**src/rtl/dii_pkg.sv**
```systemverilog
// Shared DII types for the debug-interconnect blocks: flit layout, arbiter
// states and the index-width helper used by the arbiter and its selector.
package dii_pkg;

   localparam int DII_DW = 16;

   typedef struct packed {
      logic [DII_DW-1:0] data;
      logic              first;
      logic              last;
   } dii_flit_t;

   typedef enum logic {
      IDLE   = 1'b0,
      LOCKED = 1'b1
   } arb_state_t;

   // An index into N channels needs at least one bit, even when N=1.
   function automatic int idx_width(input int n);
      return (n > 1) ? $clog2(n) : 1;
   endfunction

endpackage

```
**src/rtl/dii_rr_select.sv**
```systemverilog
// Combinational round-robin candidate search: the first set request at or
// after ptr, wrapping modulo N, found by scanning a doubled request vector.
module dii_rr_select
   import dii_pkg::*;
#(
   parameter int N = 2,
   localparam int IW = idx_width(N)
) (
   input  logic [N-1:0]  req,
   input  logic [IW-1:0] ptr,
   output logic          found,
   output logic [IW-1:0] idx
);

   logic [2*N-1:0] w_dbl;

   assign w_dbl = {req, req};

   always_comb begin
      int base;
      found = 1'b0;
      idx   = '0;
      base  = int'(ptr) % N;
      // Scan from the far end so the request nearest to ptr overrides.
      for (int k = N - 1; k >= 0; k--) begin
         if (w_dbl[base + k]) begin
            found = 1'b1;
            idx   = IW'((base + k) % N);
         end
      end
   end

endmodule

```
**src/rtl/dii_packet_arbiter.sv**
```systemverilog
// Packet-atomic round-robin merge of N DII egress channels onto one port,
// with a registered output stage that isolates ring-side timing.
module dii_packet_arbiter
   import dii_pkg::*;
#(
   parameter int N  = 2,
   parameter int DW = DII_DW,
   localparam int IW = idx_width(N)
) (
   input  logic            clk,
   input  logic            rst,
   input  logic [N*DW-1:0] in_data,
   input  logic [N-1:0]    in_first,
   input  logic [N-1:0]    in_last,
   input  logic [N-1:0]    in_valid,
   output logic [N-1:0]    in_ready,
   output logic [DW-1:0]   out_data,
   output logic            out_first,
   output logic            out_last,
   output logic            out_valid,
   input  logic            out_ready,
   output logic            grant_valid,
   output logic [IW-1:0]   grant_idx
);

   arb_state_t    r_state;
   arb_state_t    w_state_next;
   logic [IW-1:0] r_rr_ptr;
   logic [IW-1:0] w_rr_ptr_next;
   logic [IW-1:0] r_grant_idx;
   logic [IW-1:0] w_grant_idx_next;

   logic [DW-1:0] r_out_data;
   logic          r_out_first;
   logic          r_out_last;
   logic          r_out_valid;

   logic [N-1:0]  w_gnt_onehot;
   logic [DW-1:0] w_sel_data;
   logic          w_sel_first;
   logic          w_sel_last;
   logic          w_sel_valid;
   logic          w_can_load;
   logic          w_xfer;
   logic          w_cand_found;
   logic [IW-1:0] w_cand_idx;

   dii_rr_select #(
      .N (N)
   ) u_rr_select (
      .req   (in_valid),
      .ptr   (r_rr_ptr),
      .found (w_cand_found),
      .idx   (w_cand_idx)
   );

   genvar gi;
   generate
      for (gi = 0; gi < N; gi++) begin : g_onehot
         assign w_gnt_onehot[gi] = (r_grant_idx == IW'(gi));
      end
   endgenerate

   always_comb begin
      w_sel_data  = '0;
      w_sel_first = 1'b0;
      w_sel_last  = 1'b0;
      w_sel_valid = 1'b0;
      for (int i = 0; i < N; i++) begin
         if (w_gnt_onehot[i]) begin
            w_sel_data  = in_data[i*DW +: DW];
            w_sel_first = in_first[i];
            w_sel_last  = in_last[i];
            w_sel_valid = in_valid[i];
         end
      end
   end

   // The output slot can take a flit when empty or draining this cycle.
   assign w_can_load = (r_state == LOCKED) && (!r_out_valid || out_ready);
   assign in_ready   = w_gnt_onehot & {N{w_can_load}};
   assign w_xfer     = w_can_load && w_sel_valid;

   always_comb begin
      w_state_next     = r_state;
      w_rr_ptr_next    = r_rr_ptr;
      w_grant_idx_next = r_grant_idx;
      case (r_state)
         IDLE: begin
            if (w_cand_found) begin
               w_state_next     = LOCKED;
               w_grant_idx_next = w_cand_idx;
            end
         end
         LOCKED: begin
            if (w_xfer && w_sel_last) begin
               w_state_next  = IDLE;
               w_rr_ptr_next = (r_grant_idx == IW'(N - 1)) ? '0 : r_grant_idx + 1'b1;
            end
         end
         default: begin
            w_state_next = IDLE;
         end
      endcase
   end

   always_ff @(posedge clk) begin
      if (rst) begin
         r_state     <= IDLE;
         r_rr_ptr    <= '0;
         r_grant_idx <= '0;
      end else begin
         r_state     <= w_state_next;
         r_rr_ptr    <= w_rr_ptr_next;
         r_grant_idx <= w_grant_idx_next;
      end
   end

   // A load in the same cycle as a drain simply replaces the old flit.
   always_ff @(posedge clk) begin
      if (rst) begin
         r_out_data  <= '0;
         r_out_first <= 1'b0;
         r_out_last  <= 1'b0;
         r_out_valid <= 1'b0;
      end else if (w_xfer) begin
         r_out_data  <= w_sel_data;
         r_out_first <= w_sel_first;
         r_out_last  <= w_sel_last;
         r_out_valid <= 1'b1;
      end else if (out_ready) begin
         r_out_valid <= 1'b0;
      end
   end

   assign out_data    = r_out_data;
   assign out_first   = r_out_first;
   assign out_last    = r_out_last;
   assign out_valid   = r_out_valid;
   assign grant_valid = (r_state == LOCKED);
   assign grant_idx   = r_grant_idx;

`ifndef SYNTHESIS
   a_ready_onehot0: assert property (@(posedge clk) disable iff (rst)
      $onehot0(in_ready));

   a_out_stable: assert property (@(posedge clk) disable iff (rst)
      (r_out_valid && !out_ready) |=>
         (out_valid && $stable(out_data) && $stable(out_first) && $stable(out_last)));
`endif

endmodule

```
**config.mk**
```make
export PLATFORM = sky130hd
export DESIGN_NAME = dii_packet_arbiter
export DESIGN_NICKNAME = d
export VERILOG_FILES = /design/src/rtl/dii_pkg.sv /design/src/rtl/dii_rr_select.sv /design/src/rtl/dii_packet_arbiter.sv
export SDC_FILE = /design/constraint.sdc
export NUM_CORES = 1
export LEC_CHECK = 0
export BUFFER_PORTS_ARGS = -buffer_cell sky130_fd_sc_hd__buf_2
export CAP_MARGIN = 20
export CORE_ASPECT_RATIO = 0.6
export CORE_UTILIZATION = 45
export CTS_BUF_LIST = sky130_fd_sc_hd__clkbuf_16
export DETAILED_ROUTE_END_ITERATION = 10
export GPL_ROUTABILITY_DRIVEN = 0
export PLACE_DENSITY = 0.93
export SYNTH_ARGS = -nofsm -noshare
export SYNTH_HDL_FRONTEND = slang
export SYNTH_SLANG_ARGS = --single-unit
```
**constraint.sdc**
```tcl
create_clock -name clk -period 2 [get_ports clk]
set_input_delay 0.2 -clock clk [delete_from_list [all_inputs] [get_ports clk]]
set_output_delay 0.2 -clock clk [all_outputs]
set_load 0.005 [all_outputs]
```
==> summary.md <==
| Metric | Value |
|---|---|
| Final Core Density | 66.6% |
| Mapped cell area | between 0.001 and 0.0015 mm² |
| Maximum vdd drop | roughly 0.00031 V |
| P per Cell Area | between 700 and 800 mW/mm² |
| FMAX | 662 MHz |
| Min Hold Slack | between 200 and 300 ps |
| PortBufs | between 60 and 70 |
| Drt pass-1 iters | 4 |
| Sequential Power Share | 42.7% |
| Status | finished, final reports clean |
| RR Startpoint | grant_idx$_SDFFE_PP0P_ |
| Hold-fix buffers, CTS | 0 |
| Most instantiated library cell after synthesis | dfxtp_1 |
| Via count | around 1100 |
| GRT Resource Usage Total | 24.6% |
| Post-CTS setup buffer count | 0 |
| Logic gate share of total power | roughly 22% |
| Number of DRC markers in iteration 0 | 93 |
| Clock slew seen by the registers of the worst setup and hold paths | approximately 60 ps |
| Most frequent cells after synthesis | 22 x dfxtp_1, 17 x a31oi_1, 17 x mux2i_1, 10 x a211oi_2, 9 x clkbuf_1 |
| Worst Skew | approximately 2.3 ps |
| Largest area contributor in the netlist | dfxtp_1 |
| Tcrit/Tclk final | 75.5% |
| Syn Inst Count | 110 |
| WP data arrival | between 1500 and 2000 ps |
| Cts bufs inserted | 3 |
| Cells after DPL | about 190 |
| Top cell type's share of synthesized area | 39.1% |
| Setup slack after layout | approximately 490 ps |
| Slew Viols, Final | 0 |
| CP Launch Type | register |
| Syn Area/Cell | just over 10 µm² |
| Unrepaired setup endpoints after global routing | false |
| H-tree Lvls | 1 |
| Number of I/O pins | 64 |
| Detail Route Antenna Nets | 0 |
| Layout cells sized above 1 | 50.6% |
| First-pass GRT wire length | around 4.7 mm |
| Critical Path RT | between 2000 and 2500 ps |
| Synth warn | 0 |
| Relative slew slack | 66.9% |
| Die width | 66.6 µm |
| Hold Crit Class | input pin to register |
| DIE AREA | roughly 0.0027 mm² |
| Final setup vio count | 0 |
| Root Buffer | clkbuf_16 |
| Ant diodes | 0 |
| Total power | 1.18 mW |
| Setup CP Type | register to register |
| # rows | 13 |
| Post-Route Setup TNS | 0 ps |
| Nets@finish | 209 |
| Int Pwr | about 870 µW |
| Hold Violations, Final | 0 |
| Die Y-Extent | 40.8 µm |
| CP startpoint | grant_idx$_SDFFE_PP0P_ |
| Tmin final | between 1500 and 2000 ps |
| Post-synthesis sequential area ratio | 39.1% |
| Switching Share | a little over a quarter |
| Pre-CTS setup slack | 517 ps |
| Vias in the first global route | roughly 1000 |
| Routed len/inst | between 15 and 20 µm |
| Yosys reg bits | 22 |
| Grt ovf | 0 |
| Area Growth Syn to Fin | 33.8% |
| Synth top area cells | dfxtp_1 39%, mux2i_1 15%, a211oi_2 11% |
| Switch Pwr | between 300 and 400 µW |
| HPWL Detailed | 2.30 mm |
| Number of synthesized flops with an enable pin | 0 |
| Initial Utilization | between 40% and 50% |
| Synth unique cells | 26 |
| Placed Area | 0.00143 mm² |
| Worst slew pin tran | 497 ps |
| Worst-case clock buffer depth | 2 |
| Fill count | ~190 |
| Routed wire length | ~3.1 mm |
| Clock Sinks | 22 |
| Cts repair resizes | 0 |
| Remaining DRCs | 0 |
| Post-Layout Cell Count | around 200 |
| Post-synth net total | 151 |
| Leakage | approximately 0.67 nW |
| Core Footprint | 0.00226 mm² |
| Clock power share | between 30% and 40% |
| Worst hold start | in_last[0] |
| CTS tree | yes |
| Element type at the critical path end | register |
| Latest clock arrival within the worst-skew pair | around 250 ps |
| Initial antenna violation count | 0 |
| Max_cap viols | 0 |
| CP Max Fanout | 21 |
| Largest net degree at the start of global routing | 23 |
| Final instance area | around 0.0015 mm² |
| Vias/cell | about 5.7 |
| Main synth FF type | dfxtp_1 |
| Post-synth ARST share | 0% |
layer usage:
layer | up-vias | wire length [µm] | track usage [%]
li1 | 536 | - | -
met1 | 526 | 1240 | 27.4
met2 | 56 | 1560 | 46.0
met3 | 6 | 252 | 8.06
met4 | 0 | 36 | 8.51
met5 | - | 0 | 0
area by class of cell:
type | instances | area [µm²] | share of cell area [%]
Multi-Input combinational cell | 70 | 593 | 39.4
Sequential cell | 22 | 440 | 29.2
Timing Repair Buffer | 67 | 345 | 22.9
Clock buffer | 3 | 75.1 | 4.98
Tap cell | 30 | 37.5 | 2.49
Inverter | 4 | 15.0 | 0.997
layout by cell type (no fill, tap or decap):
master	n
clkbuf_16	3
o211a_1	1
nor3_1	2
inv_1	4
and3_4	1
nand2b_1	1
nand3_1	1
and3_1	1
o21ai_0	1
buf_2	63
nor2_1	1
a31o_2	1
dfxtp_1	22
a31oi_1	17
o211ai_1	1
nand3b_1	1
mux2_2	1
nand2_1	1
a21oi_1	2
a211oi_1	7
and4_1	1
buf_4	4
a211oi_2	10
mux2i_1	17
mux2_4	1
o32ai_1	1
final timing paths:
path	depth (start not counted)	to	slack, ps
setup / recovery	3	out_data[14]$_SDFFE_PP0P_	490
hold / removal	3	r_rr_ptr$_SDFFE_PP0P_	260
setup reg to reg	3	out_data[14]$_SDFFE_PP0P_	490
hold reg to reg	2	r_rr_ptr$_SDFFE_PP0P_	500
flip-flops by register name, indices dropped and copies added, names as in the netlist:
signal       count
grant_valid      1
r_rr_ptr         1
out_last         1
grant_idx        1
out_valid        1
out_data        16
out_first        1
cell families (layout without fill, tap and decap cells):
kind of cell | Yosys count | in the layout | share of synthesized area [%]
compound gates | 41 | 41 | 29.7
buf+inv | 18 | 74 | 8.22
flops | 22 | 22 | 39.1
mux | 19 | 19 | 17.4
simple gates | 10 | 10 | 5.56
critical path: stages (launching register included):
cell and delay (ps):
dfxtp_1 410, mux2_4 430, and3_4 300, a211oi_1 270
power groups by stage:
| stage | Sequential [mW] | Clock [mW] | Combinational, mW |
|---|---|---|---|
| after floorplan | 0.506 | 0 | 0.162 |
| after global placement | 0.507 | 0 | 0.245 |
| after detailed placement | 0.510 | 0 | 0.256 |
| after CTS | 0.501 | 0.421 | 0.258 |
| after global routing | 0.505 | 0.436 | 0.281 |
| final | 0.501 | 0.416 | 0.258 |
No activity file was read; power rests on OpenSTA's default activity.
